==> config.mk <==
export PLATFORM = sky130hd
export DESIGN_NAME = crossbar_row_loader
export DESIGN_NICKNAME = d
export VERILOG_FILES = /design/src/rtl/crossbar_row_loader.sv
export SDC_FILE = /design/constraint.sdc
export NUM_CORES = 1
export LEC_CHECK = 0
export ABC_AREA = 0
export BUFFER_PORTS_ARGS = -buffer_cell sky130_fd_sc_hd__buf_4
export CAP_MARGIN = 10
export CORE_UTILIZATION = 46
export DETAILED_ROUTE_END_ITERATION = 10
export HOLD_SLACK_MARGIN = 0.12
export MAX_ROUTING_LAYER = met4
export PLACE_DENSITY = 0.9
export SYNTH_ARGS = -nofsm -noshare
export SYNTH_HDL_FRONTEND = slang
export SYNTH_SLANG_ARGS = --single-unit
==> constraint.sdc <==
create_clock -name clk -period 1.9 [get_ports clk]
set_input_delay 0.095 -clock clk [delete_from_list [all_inputs] [get_ports clk]]
set_output_delay 0.095 -clock clk [all_outputs]
set_load 0.05 [all_outputs]
==> src/rtl/crossbar_row_loader.sv <==
// crossbar_row_loader: after a rising edge on start_load, takes exactly ROWS
// words from a valid/ready stream and writes them to crossbar rows 0..ROWS-1
// through a registered write port. It then pulses done for one cycle.
module crossbar_row_loader #(
  parameter int DATA_W = 32,
  parameter int ROWS   = 16,
  parameter int ADDR_W = $clog2(ROWS)
) (
  input  logic              clk,
  input  logic              rst_n,
  input  logic              start_load,
  input  logic              abort,
  input  logic [DATA_W-1:0] in_data,
  input  logic              in_valid,
  output logic              in_ready,
  output logic              mem_we,
  output logic [ADDR_W-1:0] mem_addr,
  output logic [DATA_W-1:0] mem_wdata,
  output logic              busy,
  output logic              done,
  output logic [ADDR_W:0]   load_count
);

  typedef enum logic [1:0] {
    IDLE = 2'd0,
    LOAD = 2'd1,
    DONE = 2'd2
  } state_t;

  localparam logic [ADDR_W-1:0] LAST_ROW = ADDR_W'(ROWS - 1);

  state_t              state_q, state_d;
  logic                start_prev_q;
  logic [ADDR_W-1:0]   wr_ptr_q, wr_ptr_d;
  logic [ADDR_W:0]     load_count_q, load_count_d;
  logic                mem_we_q, mem_we_d;
  logic [ADDR_W-1:0]   mem_addr_q, mem_addr_d;
  logic [DATA_W-1:0]   mem_wdata_q, mem_wdata_d;

  logic                start_edge;
  logic                ready_int;
  logic                accept;

  // Edge detect, handshake qualification, next-state and write-port logic
  always_comb begin
    start_edge   = start_load & ~start_prev_q;
    ready_int    = (state_q == LOAD) & ~abort;
    accept       = ready_int & in_valid;

    state_d      = state_q;
    wr_ptr_d     = wr_ptr_q;
    load_count_d = load_count_q;
    mem_we_d     = 1'b0;
    mem_addr_d   = mem_addr_q;
    mem_wdata_d  = mem_wdata_q;

    case (state_q)
      IDLE: begin
        if (start_edge) begin
          state_d      = LOAD;
          wr_ptr_d     = '0;
          load_count_d = '0;
        end
      end
      LOAD: begin
        if (abort) begin
          state_d = IDLE;
        end else if (accept) begin
          mem_we_d     = 1'b1;
          mem_addr_d   = wr_ptr_q;
          mem_wdata_d  = in_data;
          wr_ptr_d     = wr_ptr_q + 1'b1;
          load_count_d = load_count_q + 1'b1;
          if (wr_ptr_q == LAST_ROW) begin
            state_d = DONE;
          end
        end
      end
      DONE: begin
        state_d = IDLE;
      end
      default: begin
        state_d = IDLE;
      end
    endcase
  end

  // State and write-port registers. start_prev keeps tracking start_load
  // through reset, so a level held across reset release is not taken as a
  // new request.
  always_ff @(posedge clk) begin
    start_prev_q <= start_load;
    if (!rst_n) begin
      state_q      <= IDLE;
      wr_ptr_q     <= '0;
      load_count_q <= '0;
      mem_we_q     <= 1'b0;
      mem_addr_q   <= '0;
      mem_wdata_q  <= '0;
    end else begin
      state_q      <= state_d;
      wr_ptr_q     <= wr_ptr_d;
      load_count_q <= load_count_d;
      mem_we_q     <= mem_we_d;
      mem_addr_q   <= mem_addr_d;
      mem_wdata_q  <= mem_wdata_d;
    end
  end

  assign in_ready   = ready_int;
  assign busy       = (state_q == LOAD);
  assign done       = (state_q == DONE);
  assign mem_we     = mem_we_q;
  assign mem_addr   = mem_addr_q;
  assign mem_wdata  = mem_wdata_q;
  assign load_count = load_count_q;

endmodule
==> results.tsv <==
metric	value	unit
outcome	finished clean	
initial detailed-routing violation count	125	
post-route minimum period	1.63	ns
syn_area_per_cell	8.37	µm²
largest net degree at the start of global routing	49	
vias	1888	
first-pass GRT wire length	7860	µm
Vias/cell	5.01	
Leak	1.19	nW
wire length per cell	12.4	µm
Worst-Margin Slew	0.485	ns
reg2reg end	wr_ptr_q[3]	
clk buf depth	2	
Die ar.	0.00422	mm²
Unique masters post-synth	27	
Clock Skews	0.00480	ns
setup violators final	0	
CTS sink cnt	49	
CTS Buf Count	5	
FMAX	0.612	GHz
WL final	4680	µm
Final GP Congestion	0.822	
PortBufs	81	
Area growth, synth to finish	58.2	%
# diodes	0	
placed inst area	0.00246	mm²
Worst Path Class, Setup	primary input to flop	
Die W	65.0	µm
crit path DAT	1.83	ns
Rows	22	
CTS tree	yes	
Synth Warn #	0	
Worst Hold Depth	3	
PnR Total Power	1.87	mW
Power Density	650	mW/mm²
final core utilization	0.771	
Die Y	65.0	µm
RSZ-0062 raised after global routing	no	
Reg2Reg Setup Slack	0.27	ns
initial antenna violation count	0	
I/O pins	82	
RR Startpoint	state_q[0]	
CP Launch Type	primary input	
hpwl dp	2720	µm
total of max-cap violations	0	
Hold Crit Start	in_valid	
htree depth	2	
Antenna Nets Post-Route	0	
R2R depth	4	
Slew headroom	0.677	
WHS Endpoint	state_q[1]	
Critical Path End Type	flop	
Data required, critical path	2.10	ns
Slew Limit Fails	0	
Tightest Hold Check Type	primary input to flop	
Syn Std Cell Area	0.00182	mm²
Final Hold Fails	0	
part of the cycle the worst path needs	0.860	
share of layout cells above drive strength 1	0.286	
Critical Path Fanout Max	41	
global route total overflow	0	
Nets	367	
Syn Inst Count	218	
Clk pin slew, worst setup/hold paths	0.08	ns
register area share after synthesis	0.538	
vias in the first global route	1900	
Root Buffer	clkbuf_8	
DRC	0	
post-CTS setup buffers	0	
Finished Cell Area	0.00289	mm²
Worst IR Drop VDD	482	µV
synthesis-stage register bit count	49	
syn_nets	257	
Starting Density	0.487	
core area	0.00374	mm²
setup_tns	0	ns
Pre-antenna DRT Iters	4	
Tot GR Track Use	0.245	
clk_lat worst skew	0.29	ns
## synthesized netlist by cell type, drive strengths merged
master	number	area, µm²
and4bb	1	12.5
nor3b	1	7.51
dfxtp	49	981
or4b	1	13.8
o21a	2	15.0
nand4b	2	17.5
a21oi	40	200
nand2	76	288
nand3	5	25.0
a311oi	3	26.3
inv	3	11.3
nor2b	1	6.26
nand4bb	1	11.3
a31oi	1	6.26
nor2	4	15.0
nor3	1	5.00
nand2b	1	6.26
a211oi	4	30.0
nor4	1	6.26
buf	8	56.3
nand4	1	6.26
a41oi	3	26.3
clkbuf	7	26.3
ha	2	25.0
## worst max-delay path by stage
stage	start	to	cells past startpoint
floorplan	load_count[0]	load_count[4]	3
global placement	state_q[0]	wr_ptr_q[3]	4
detailed placement	state_q[0]	wr_ptr_q[3]	4
CTS	abort	wr_ptr_q[3]	6
global route	state_q[0]	wr_ptr_q[3]	4
finish	abort	wr_ptr_q[3]	6
## stage by stage
stage / cells / setup WS (ns) / hold slack, ns
5_1_grt: 377 / 0.194 / 0.154
4_1_cts: 377 / 0.268 / 0.129
3_3_place_gp: 335 / 0.391 / 0.214
6_report: 377 / 0.266 / 0.147
3_5_place_dp: 335 / 0.291 / 0.215
2_1_floorplan: 218 / 0.479 / 0.123
## report_power, final
| part | internal, mW | switching (mW) |
|---|---|---|
| logic | 0.128 | 0.120 |
| registers | 1.04 | 0.0104 |
| clock network | 0.255 | 0.322 |
| total | 1.42 | 0.451 |
## state kept, by name, summed over array words and instances, names as in the netlist
register      flops
mem_wdata        32
load_count        5
mem_addr          4
wr_ptr_q          4
state_q           2
mem_we            1
start_prev_q      1
## area by class of cell
cell class	count	area, µm²
repair buffers	118	996
multi-input cells	151	754
clock inverters	2	10.0
well taps	48	60.1
flip-flops and latches	49	981
clock buffers	6	72.6
fillers	262	858
inverters	3	11.3
## placed cells by master, fill, tap and decap left out, types with 4 or more instances in the layout
master         instances
a211oi_1               4
a21oi_1               40
buf_4                 82
clkbuf_8               5
dfxtp_1               49
dlygate4sd3_1         34
nand2_1               75
nand3_1                5
nor2_1                 4
## logic make-up (layout without fill, tap and decap cells)
family                   count (synthesis)  after routing  synth area share
AO/OA/AOI/OAI                           53             53             0.167
buffers and inverters                   18            129            0.0514
adder cells (fa/ha/maj)                  2              2            0.0137
AND/OR/NAND/NOR                         96             96             0.230
flip-flops                              49             49             0.538
## routing by layer
metal	track usage	wire length [µm]	vias up
li1	-	-	953
met1	0.257	1990	864
met2	0.445	2380	65
met3	0.0669	266	6
met4	0.0722	42	0
met5	-	0	-
## what timing repair did
item,in CTS,in global routing
hold buffers,34,0
gates resized for setup,0,0
endpoints found under the hold margin,34,0
## critical path: stages
cell and delay (ns):
dlygate4sd3_1 0.53, buf_4 0.15, and4bb_1 0.40, buf_12 0.24
a41oi_1 0.14, a311oi_1 0.27
Power figures use the tool's default switching activity.
